===== src/rtl/kronos_spsram_arb.sv =====
// kronos_spsram_arb: single-port SRAM arbiter between an instruction fetch
// port and a load/store port. Data has priority over instruction; with
// KRONOS_ARB_STARVE_GUARD_EN defined, a saturating starvation counter forces
// an instruction grant after STARVE_MAX consecutive instruction denials.
// Grants are registered and line up with the SRAM's 1-cycle read latency.
module kronos_spsram_arb #(
  parameter int MEMSIZE    = 11,
  parameter int STARVE_MAX = 4
) (
  input  logic               clk,
  input  logic               rstz,
  input  logic [31:0]        instr_addr,
  input  logic               instr_req,
  output logic [31:0]        instr_data,
  output logic               instr_gnt,
  input  logic [31:0]        data_addr,
  input  logic [31:0]        data_wr_data,
  input  logic [3:0]         data_wr_mask,
  input  logic               data_rd_req,
  input  logic               data_wr_req,
  output logic [31:0]        data_rd_data,
  output logic               data_gnt,
  output logic [MEMSIZE-1:0] mem_addr,
  output logic [31:0]        mem_wdata,
  input  logic [31:0]        mem_rdata,
  output logic               mem_en,
  output logic               mem_wren,
  output logic [3:0]         mem_wmask,
  output logic               starve_evt
);

  typedef enum logic [1:0] {OWN_NONE, OWN_DATA, OWN_INSTR} owner_e;

  owner_e owner;
  logic   data_req;
  logic   force_instr;
  logic   instr_gnt_q, instr_gnt_d;
  logic   data_gnt_q, data_gnt_d;

  assign data_req = data_rd_req | data_wr_req;

`ifdef KRONOS_ARB_STARVE_GUARD_EN
  logic [3:0] starve_cnt_q, starve_cnt_d;

  assign force_instr = instr_req && (starve_cnt_q == 4'(STARVE_MAX));

  // Count consecutive cycles the instruction port lost to data; saturate at the limit.
  always_comb begin
    starve_cnt_d = 4'd0;
    if (instr_req && owner == OWN_DATA)
      starve_cnt_d = (starve_cnt_q == 4'(STARVE_MAX)) ? starve_cnt_q : starve_cnt_q + 4'd1;
  end

  // Starvation counter register.
  always_ff @(posedge clk or negedge rstz) begin
    if (!rstz) starve_cnt_q <= 4'd0;
    else       starve_cnt_q <= starve_cnt_d;
  end

  // Pulses only in the cycle the forced grant is issued, since the counter clears then.
  assign starve_evt = rstz & force_instr;
`else
  logic unused_starve_cfg;
  assign unused_starve_cfg = (STARVE_MAX != 0);
  assign force_instr       = 1'b0;
  assign starve_evt        = 1'b0;
`endif

  // Pick this cycle's owner from live requests: forced instr, then data, then instr.
  always_comb begin
    owner = OWN_NONE;
    if (force_instr)    owner = OWN_INSTR;
    else if (data_req)  owner = OWN_DATA;
    else if (instr_req) owner = OWN_INSTR;
  end

  // Enables are gated by reset so the SRAM sees no access while rstz is low.
  assign mem_en    = rstz && (owner != OWN_NONE);
  assign mem_wren  = rstz && (owner == OWN_DATA) && data_wr_req;
  assign mem_addr  = (owner == OWN_INSTR) ? instr_addr[2 +: MEMSIZE] : data_addr[2 +: MEMSIZE];
  assign mem_wdata = data_wr_data;
  assign mem_wmask = data_wr_mask;

  assign instr_data   = mem_rdata;
  assign data_rd_data = mem_rdata;

  // Address bits outside the word index are intentionally dropped (wrap).
  logic unused_addr;
  assign unused_addr = ^{instr_addr[31:MEMSIZE+2], instr_addr[1:0],
                         data_addr[31:MEMSIZE+2], data_addr[1:0]};

  // Next-cycle grants mirror this cycle's owner.
  always_comb begin
    instr_gnt_d = (owner == OWN_INSTR);
    data_gnt_d  = (owner == OWN_DATA);
  end

  // Grant registers; reset drops any grant in flight.
  always_ff @(posedge clk or negedge rstz) begin
    if (!rstz) begin
      instr_gnt_q <= 1'b0;
      data_gnt_q  <= 1'b0;
    end else begin
      instr_gnt_q <= instr_gnt_d;
      data_gnt_q  <= data_gnt_d;
    end
  end

  assign instr_gnt = instr_gnt_q;
  assign data_gnt  = data_gnt_q;

endmodule


===== config.mk =====
export PLATFORM = sky130hd
export DESIGN_NAME = kronos_spsram_arb
export DESIGN_NICKNAME = d
export VERILOG_FILES = /design/src/rtl/kronos_spsram_arb.sv
export SDC_FILE = /design/constraint.sdc
export NUM_CORES = 1
export LEC_CHECK = 0
export ABC_AREA = 1
export ABC_CLOCK_PERIOD_IN_PS = 1600
export CORE_AREA = 4 4 95 97
export DETAILED_ROUTE_END_ITERATION = 6
export DIE_AREA = 0 0 99 101
export PLACE_DENSITY_LB_ADDON = 0.08
export RECOVER_POWER = 100
export SETUP_SLACK_MARGIN = 0.15
export SLEW_MARGIN = 25
export SYNTH_ARGS = -nofsm -noshare
export SYNTH_HDL_FRONTEND = slang
export SYNTH_SLANG_ARGS = --single-unit

===== constraint.sdc =====
create_clock -name clk -period 1.6 [get_ports clk]
set_input_delay 0.24 -clock clk [delete_from_list [all_inputs] [get_ports clk]]
set_output_delay 0.24 -clock clk [all_outputs]
set_load 0.01 [all_outputs]

## After elaboration in Yosys (flattened, before gate mapping)

Index checks and enable logic that the tools add are counted.

- Register bits: 2
- Bits of input ports: 137
- Output and inout bits: 116
- Word-level logic and storage cells: 12

- Equal/unequal tests: 2
- Mux-type cells: 3
- Bitwise operators: 1
- Reduce and logical (&&, ||, !) cells: 4

Operators by type and width:

| cell | number |
|---|---|
| 11-bit 2-to-1 mux | 1 |
| 2-bit 2-to-1 mux | 2 |
| 1-bit logical AND | 3 |
| 2-bit by 1-bit equality test with 1-bit output, second input constant | 1 |
| 2-bit equality test, second input constant | 1 |
| 2-bit nonzero test | 1 |
| 1-bit OR | 1 |

## Depth between registers and ports, before layout

Gate-level depths: netlist of run 1.

- Word-level depth: 5
- Mapped depth: 5
- Mapped depth without buffers: 4

## Least setup slack after synthesis of run 1

Ideal clock, no wire load.

- Path kind: input port to output port
- Start point: input data_rd_req
- End point: output mem_addr[0]
- Arrival: 0.692 ns
- Data required time: 1.360 ns
- Path slack: 0.668 ns
- Stages on the path: 5
- Buffers on the path: 1
- Cells stage by stage: nor2_4 > nand2_2 > buf_6 > nand2_1 > nand2_1

- Longest elaborated chain between the ends: 4

Ends and longest elaborated chain:

| what | line | text |
|---|---|---|
| start: declaration | 19 | `input logic data_rd_req,` |
| 1-bit OR | 40 | `assign data_req = data_rd_req \| data_wr_req;` |
| 2-bit 2-to-1 mux | 73 | `else if (data_req) owner = OWN_DATA;` |
| 2-bit equality test | 80 | `assign mem_addr = (owner == OWN_INSTR) ? instr_addr[2 +: MEMSIZE] : data_addr[2 +: MEMSIZE];` |
| 11-bit 2-to-1 mux | 80 |  |
| end: declaration | 23 | `output logic [MEMSIZE-1:0] mem_addr,` |

No other way between the ends.

## Worst setup path in the final report of run 1

- Start point: input instr_addr[2]
- End point: output mem_addr[0]

- Longest elaborated chain between the ends: 1

Ends and longest elaborated chain:

| what | line | text |
|---|---|---|
| start: declaration | 12 | `input logic [31:0] instr_addr,` |
| 11-bit 2-to-1 mux | 80 |  |

No other way between the ends.

==> impl_metrics.env, run 1 <==
export IMPL_dieWidth_um=99
export IMPL_fmax_ghz=0.692
export IMPL_grt_pass1_vias=619
export IMPL_dieArea_um2=10000
export IMPL_cts_tree="built"
export IMPL_synth_cell_types=11
export IMPL_synth_seq_area_share_pct=4.92
export IMPL_cp_top_family="buffers and inverters"
export IMPL_synth_top_area_cell="buf_4"
export IMPL_first_pass_iters=3
export IMPL_crit_chain="clkdlybuf4s50_1 > nand3_1 > nand2_1 > clkdlybuf4s25_1"
export IMPL_die_h_um=101
export IMPL_insertedDiodeCount=0
export IMPL_synth_seq_cells=2
export IMPL_synth_nets=285
export IMPL_final_min_clock_period_ns=1.45
export IMPL_place_area_um2=842
export IMPL_wl_per_cell_um=13.6
export IMPL_required_ns=1.36
export IMPL_worstPathArrival_ns=1.21
export IMPL_crit_path_max_incr_delay_ns=0.49
export IMPL_finalWeightedCongestion=0.717
export IMPL_slew_viol_final=0
export IMPL_synth_area_leaders="buf_4, nand2_1, nand3_1"
export IMPL_cts_path_max_buffers=2
export IMPL_floorplan_rows=33
export IMPL_drt_iter0_markers=19
export IMPL_area_delta_synth_final_pct=-10.5
export IMPL_crit_path_end_kind="primary output"
export IMPL_cts_buffers=3
export IMPL_holdWs_ns=0.480
export IMPL_vias_per_cell=2.67
export IMPL_io_pins=253
export IMPL_crit_type="in -> out"
export IMPL_timing_critical_path_buf_inv=2
export IMPL_final_cells=207
export IMPL_critPathLaunchType="input port"
export IMPL_ctsHtreeMaxLevel=1
export IMPL_grtUsageTotal_pct=5.26
export IMPL_initial_core_util_pct=12.5
export IMPL_cts_root_buf="clkbuf_8"
export IMPL_route_detailed_drc=0
export IMPL_period_share_pct=90.3
export IMPL_postLayoutCellArea_um2=911
export IMPL_grt_max_degree=9
export IMPL_synth_warnings=0
export IMPL_hold_viol_final=0
export IMPL_status="complete, no violations"
export IMPL_yosysTopAreaCellShare_pct=75.3
export IMPL_cap_violations=0
export IMPL_final_nets=241
export IMPL_ant_nets=0
export IMPL_port_buffers=41
export IMPL_vias=552
export IMPL_crit_fanout=1
export IMPL_hold_path_class="in -> out"
export IMPL_overflow=0
export IMPL_power_leakage_uw=0.000393
export IMPL_power_density_nw_per_um2=487
export IMPL_grt_antenna_before_repair=0
export IMPL_rsz0062_at_grt="no"
export IMPL_dp_final_hpwl_mm=2.45
export IMPL_setup_viol_count_final=0
export IMPL_cts_sinks=2
export IMPL_syn_area_um2=1020
export IMPL_crit_slowest_cell="clkdlybuf4s50_1"
export IMPL_syn_area_per_cell_um2=6.87
export IMPL_tns_ns=0
export IMPL_peakVddDrop_uv=152
export IMPL_place_inst=197
export IMPL_routed_wl_mm=2.82
export IMPL_core_area_um2=8130
export IMPL_grt_pass1_wl_mm=3.77
export IMPL_drive_above_1_share_pct=24.5
export IMPL_synthCells=148
logic make-up after synthesis:
family          count (synthesis)  synth area share [%]
compound gates                  1                 0.738
buf+inv                       108                  78.4
flops                           2                  4.92
other cells                     1                 0.369
simple gates                   36                  15.6
worst paths after layout:
check                                  from  depth (start not counted)             endpoint
max                           instr_addr[2]                          4          mem_addr[0]
min                        data_wr_data[11]                          0        mem_wdata[11]
max in group asynchronous              rstz                          2   data_gnt$_DFF_PN0_
min in group asynchronous              rstz                          2  instr_gnt$_DFF_PN0_
metal layers:
| layer | share of wire, % | routed length [µm] | vias up | global-route usage (%) |
|---|---|---|---|---|
| li1 | - | - | 255 | - |
| met1 | 31 | 866 | 271 | 4.74 |
| met2 | 59 | 1660 | 14 | 9.81 |
| met3 | 7.6 | 213 | 12 | 1.66 |
| met4 | 2.7 | 75 | 0 | 3.89 |
| met5 | 0 | 0 | - | 0 |
area by class of cell:
class	count	area, µm²
repair buffers	55	475
flip-flops and latches	2	50.0
fillers	945	7220
clock buffers	3	41.3
well taps	105	131
inverters	4	15.0
multi-input cells	38	198
registers in the layout, indices dropped and copies added, names as in the netlist:
signal,flops
data_gnt,1
instr_gnt,1
cell usage in the layout (no fill, tap or decap), drive strengths merged:
master / synthesis / layout
nand2: 24 / 24
clkdlybuf4s50: 0 / 22
buf: 104 / 15
clkbuf: 0 / 13
nand3: 11 / 11
inv: 4 / 4
dlygate4sd3: 0 / 3
clkdlybuf4s25: 0 / 3
dfrtp: 2 / 2
dlygate4sd2: 0 / 2
nor2: 1 / 1
a21boi: 1 / 1
conb: 1 / 1
synth_stat cells:
| cell | count |
|---|---|
| nand2_2 | 1 |
| a21boi_0 | 1 |
| nand2_1 | 23 |
| conb_1 | 1 |
| dfrtp_1 | 2 |
| nor2_4 | 1 |
| inv_1 | 4 |
| buf_4 | 102 |
| buf_2 | 1 |
| nand3_1 | 11 |
| buf_6 | 1 |
power by group:
group | switching, µW | internal (µW)
registers | 0.626 | 53.3
clock network | 37.1 | 159
logic | 82.8 | 111
stage by stage:
step | total power, µW | utilization, % | setup WS [ns]
finish | 444 | 11.2 | 0.155
global route | 470 | 11.2 | 0.103
CTS | 457 | 11.1 | 0.151
detailed placement | 258 | 10.4 | -0.490
global placement | 264 | 10.4 | -0.513
floorplan | 366 | - | 0.668
timing repair:
action                                  in CTS  in global routing
pin swaps                                    3                  8
resized for setup                           60                 17
hold buffers                                 0                  1
setup buffers                                5                  1
endpoints found under the hold margin        0                  2
endpoints found under the setup margin      13                 12
Power figures use the tool's default switching activity.
==> run 2: changes to the inputs <==
--- a/config.mk
+++ b/config.mk
@@ -12,6 +12,7 @@
 export DIE_AREA = 0 0 99 101
 export PLACE_DENSITY_LB_ADDON = 0.08
 export RECOVER_POWER = 100
+export REMOVE_ABC_BUFFERS = 1
 export SETUP_SLACK_MARGIN = 0.15
 export SLEW_MARGIN = 25
 export SYNTH_ARGS = -nofsm -noshare
==> constraint.sdc (replaced) <==
create_clock -name clk -period 1.6 [get_ports clk]
set_input_delay 0.24 -clock clk [delete_from_list [all_inputs] [get_ports clk]]
set_output_delay 0.24 -clock clk [all_outputs]
set_load 0.02 [all_outputs]
==> run 2 against run 1 <==
  * Wire length rose to 4.0 times the previous value
  * Global-route usage up 16 points
  * Total power up 3.3%
  * Largest power group is now combinational cells
  * Fmax down 0.69%
  * Non-clock buffer count down 1
  * Largest cell class unchanged
==> impl_metrics.env, run 2 (synthesized netlist as in run 1, its figures left out) <==
export IMPL_io_pins=253
export IMPL_crit_fanout=1
export IMPL_setup_viol_count_final=0
export IMPL_dp_final_hpwl_mm=10.7
export IMPL_hold_path_class="in -> async"
export IMPL_grt_pass1_vias=779
export IMPL_required_ns=1.36
export IMPL_cts_sinks=2
export IMPL_overflow=0
export IMPL_power_leakage_uw=0.000399
export IMPL_fmax_ghz=0.687
export IMPL_core_area_um2=8130
export IMPL_tns_ns=0
export IMPL_wl_per_cell_um=54.4
export IMPL_status="complete, no violations"
export IMPL_place_inst=197
export IMPL_dieWidth_um=99
export IMPL_drive_above_1_share_pct=27.7
export IMPL_ant_nets=0
export IMPL_first_pass_iters=3
export IMPL_cts_path_max_buffers=2
export IMPL_final_common_cell="clkdlybuf4s50_1"
export IMPL_timing_critical_path_buf_inv=1
export IMPL_multi_input_area_um2=180
export IMPL_crit_type="reg -> out"
export IMPL_crit_path_end_kind="primary output"
export IMPL_period_share_pct=90.9
export IMPL_rsz0062_at_grt="no"
export IMPL_p_total_uw=458
export IMPL_ctsHtreeMaxLevel=1
export IMPL_crit_path_max_incr_delay_ns=0.66
export IMPL_cap_violations=0
export IMPL_grt_max_degree=8
export IMPL_cp_top_family="buffers and inverters"
export IMPL_power_density_nw_per_um2=528
export IMPL_cts_root_buf="clkbuf_8"
export IMPL_vias=687
export IMPL_holdWs_ns=0.346
export IMPL_area_delta_synth_final_pct=-14.8
export IMPL_final_cells=206
export IMPL_hold_viol_final=0
export IMPL_grt_antenna_before_repair=0
export IMPL_insertedDiodeCount=0
export IMPL_worstPathArrival_ns=1.22
export IMPL_seq_area_um2=50.0
export IMPL_dieArea_um2=10000
export IMPL_cts_buffers=3
export IMPL_drt_iter0_markers=15
export IMPL_floorplan_rows=33
export IMPL_crit_chain="dlygate4sd3_1"
export IMPL_initial_core_util_pct=12.5
export IMPL_vias_per_cell=3.33
export IMPL_final_min_clock_period_ns=1.46
export IMPL_die_h_um=101
export IMPL_cts_tree="built"
export IMPL_mostFrequentLayoutCells="clkdlybuf4s50_1, nand2_1, nand3_1, buf_4, clkbuf_1"
export IMPL_crit_slowest_cell="dlygate4sd3_1"
export IMPL_final_nets=240
export IMPL_routed_wl_mm=11.2
export IMPL_finalWeightedCongestion=1.00
export IMPL_peakVddDrop_uv=156
export IMPL_fillerInstances=951
export IMPL_cts_reportedPaths_clkPinSlew_ns=0.03
export IMPL_critPathLaunchType="register"
export IMPL_cts_hold_fix_buffers=0
export IMPL_port_buffers=41
export IMPL_route_detailed_drc=0
export IMPL_slew_viol_final=0
export IMPL_grtUsageTotal_pct=21.4
export IMPL_grt_pass1_wl_mm=12.8
run 2: path summary, 6_finish.rpt:
check / startpoint / to / slack (ns) / depth (start not counted)
min: rstz / instr_gnt$_DFF_PN0_ / 0.35 / 2
min in group clk: data_wr_req / data_gnt$_DFF_PN0_ / 0.43 / 4
max: data_gnt$_DFF_PN0_ / data_gnt / 0.14 / 1
max in group asynchronous: rstz / data_gnt$_DFF_PN0_ / 1.16 / 2
run 2: metrics by stage:
step                util (%)  setup slack (ns)  area [µm²]
floorplan                  -             0.531         235
global placement        10.2            -0.528         827
detailed placement      10.2            -0.501         827
CTS                     10.4             0.172         847
global route            10.7             0.105         867
finish                  10.7             0.145         867
run 2: timing repair:
action / CTS / global route
pin swaps: 1 / 1
buffers inserted: 4 / 2
gates resized for setup: 57 / 8
setup endpoints to repair: 12 / 7
run 2: layout make-up:
cell class                      instances  area share (%)
Timing Repair Buffer                   54            51.8
Multi-Input combinational cell         38            20.8
Tap cell                              105            15.2
Sequential cell                         2            5.77
Clock buffer                            3            4.76
Inverter                                4            1.73
run 2: routing by layer:
layer  track usage, %  routed length, µm
met2             45.8               6710
met1             5.32               1010
met5             2.56                 28
met4             9.14                521
met3             26.5               2930
run 2: where the power goes:
part | total [µW] | switching (µW) | internal (µW)
clock network | 202 | 42.2 | 159
logic | 203 | 97.6 | 105
registers | 53.8 | 0.599 | 53.2
==> run 3: changes to the inputs <==
--- a/config.mk
+++ b/config.mk
@@ -8,6 +8,8 @@
 export ABC_AREA = 1
 export ABC_CLOCK_PERIOD_IN_PS = 1600
 export CORE_AREA = 4 4 95 97
+export CTS_BUF_LIST = sky130_fd_sc_hd__clkbuf_16
+export CTS_CLUSTER_DIAMETER = 30
 export DETAILED_ROUTE_END_ITERATION = 6
 export DIE_AREA = 0 0 99 101
 export PLACE_DENSITY_LB_ADDON = 0.08
==> run 3 against run 2 <==
  * Via count increased by 3.1%
  * Flip-flop and latch count unchanged
  * Fmax decreased by 0.47%
  * Largest power group is now the clock network
==> impl_metrics.env, run 3 (synthesized netlist as in run 1, its figures left out) <==
export IMPL_status="complete, no violations"
export IMPL_grt_pass1_wl_mm=12.8
export IMPL_final_min_clock_period_ns=1.46
export IMPL_floorplan_rows=33
export IMPL_finalWeightedCongestion=1.00
export IMPL_grt_antenna_before_repair=0
export IMPL_cp_top_family="buffers and inverters"
export IMPL_grt_max_degree=8
export IMPL_cts_hold_fix_buffers=0
export IMPL_mostFrequentLayoutCells="clkdlybuf4s50_1, nand2_1, nand3_1, buf_4, clkbuf_1"
export IMPL_ant_nets=0
export IMPL_crit_fanout=1
export IMPL_route_detailed_drc=0
export IMPL_port_buffers=41
export IMPL_hold_viol_final=0
export IMPL_fmax_ghz=0.684
export IMPL_grt_pass1_vias=777
export IMPL_insertedDiodeCount=0
export IMPL_cts_root_buf="clkbuf_16"
export IMPL_core_area_um2=8130
export IMPL_crit_slowest_cell="dlygate4sd3_1"
export IMPL_vias_per_cell=3.44
export IMPL_slew_viol_final=0
export IMPL_timing_critical_path_buf_inv=1
export IMPL_seq_area_um2=50.0
export IMPL_cts_reportedPaths_clkPinSlew_ns=0.03
export IMPL_multi_input_area_um2=180
export IMPL_power_density_nw_per_um2=705
export IMPL_hold_path_class="in -> async"
export IMPL_final_common_cell="clkdlybuf4s50_1"
export IMPL_drt_iter0_markers=22
export IMPL_vias=708
export IMPL_dieArea_um2=10000
export IMPL_cts_tree="built"
export IMPL_first_pass_iters=4
export IMPL_crit_type="reg -> out"
export IMPL_rsz0062_at_grt="no"
export IMPL_crit_start="data_gnt$_DFF_PN0_"
export IMPL_required_ns=1.36
export IMPL_cts_path_max_buffers=2
export IMPL_grtUsageTotal_pct=21.4
export IMPL_wl_per_cell_um=54.6
export IMPL_ctsHtreeMaxLevel=1
export IMPL_crit_chain="dlygate4sd3_1"
export IMPL_routed_wl_mm=11.2
export IMPL_die_h_um=101
export IMPL_dieWidth_um=99
export IMPL_drive_above_1_share_pct=27.7
export IMPL_initial_core_util_pct=12.5
export IMPL_cts_sinks=2
export IMPL_postLayoutCellArea_um2=901
export IMPL_peakVddDrop_uv=260
export IMPL_period_share_pct=91.4
export IMPL_cap_violations=0
export IMPL_io_pins=253
export IMPL_cts_buffers=3
export IMPL_final_cells=206
export IMPL_place_area_um2=827
export IMPL_dp_final_hpwl_mm=10.7
export IMPL_fillerInstances=949
export IMPL_overflow=0
export IMPL_setup_viol_count_final=0
export IMPL_fin_util_pct=11.1
export IMPL_power_leakage_uw=0.000415
export IMPL_final_nets=240
export IMPL_worstPathArrival_ns=1.22
export IMPL_crit_path_max_incr_delay_ns=0.65
export IMPL_area_delta_synth_final_pct=-11.4
export IMPL_crit_path_end_kind="primary output"
export IMPL_critPathLaunchType="register"
export IMPL_place_inst=197
run 3: area by class of cell:
class	count	share of cell area (%)
Sequential cell	2	5.56
Clock buffer	3	8.33
Timing Repair Buffer	54	49.9
Multi-Input combinational cell	38	20.0
Inverter	4	1.67
Tap cell	105	14.6
run 3: path summary, 6_finish.rpt:
path / end / cells after the start / slack [ns]
worst max-delay path: data_gnt / 1 / 0.14
worst min-delay path: instr_gnt$_DFF_PN0_ / 2 / 0.34
max in group asynchronous: data_gnt$_DFF_PN0_ / 2 / 1.16
min in group clk: data_gnt$_DFF_PN0_ / 4 / 0.42
run 3: power by group:
group          switching [µW]  internal, µW  leakage, µW  total (µW)
clock network            59.9           318    0.0000370         378
logic                    98.1           105     0.000354         203
registers               0.593          53.2    0.0000237        53.8
total                     159           477     0.000415         635
run 3: per-layer routing:
| metal | global-route usage [%] | up-vias | wire (µm) |
|---|---|---|---|
| li1 | - | 253 | - |
| met1 | 5.32 | 238 | 1020 |
| met2 | 46.7 | 190 | 6850 |
| met3 | 26.9 | 27 | 2980 |
| met4 | 7.25 | 0 | 398 |
| met5 | 0 | - | 0 |
run 3: stage by stage:
stage / hold WS [ns] / setup slack [ns] / power (µW) / setup TNS (ns)
3_5_place_dp: 0.481 / -0.501 / 270 / -5.71
5_1_grt: 0.362 / 0.105 / 660 / 0
2_1_floorplan: -0.0556 / 0.531 / 121 / 0
3_3_place_gp: 0.481 / -0.528 / 273 / -5.82
6_report: 0.339 / 0.138 / 635 / 0
4_1_cts: 0.340 / 0.172 / 637 / 0
run 3: repair_timing:
action	in CTS	in global routing
endpoints found under the setup margin	12	7
pin swaps	1	1
gates cloned	0	0
buffers inserted	4	2
resized for setup	57	8
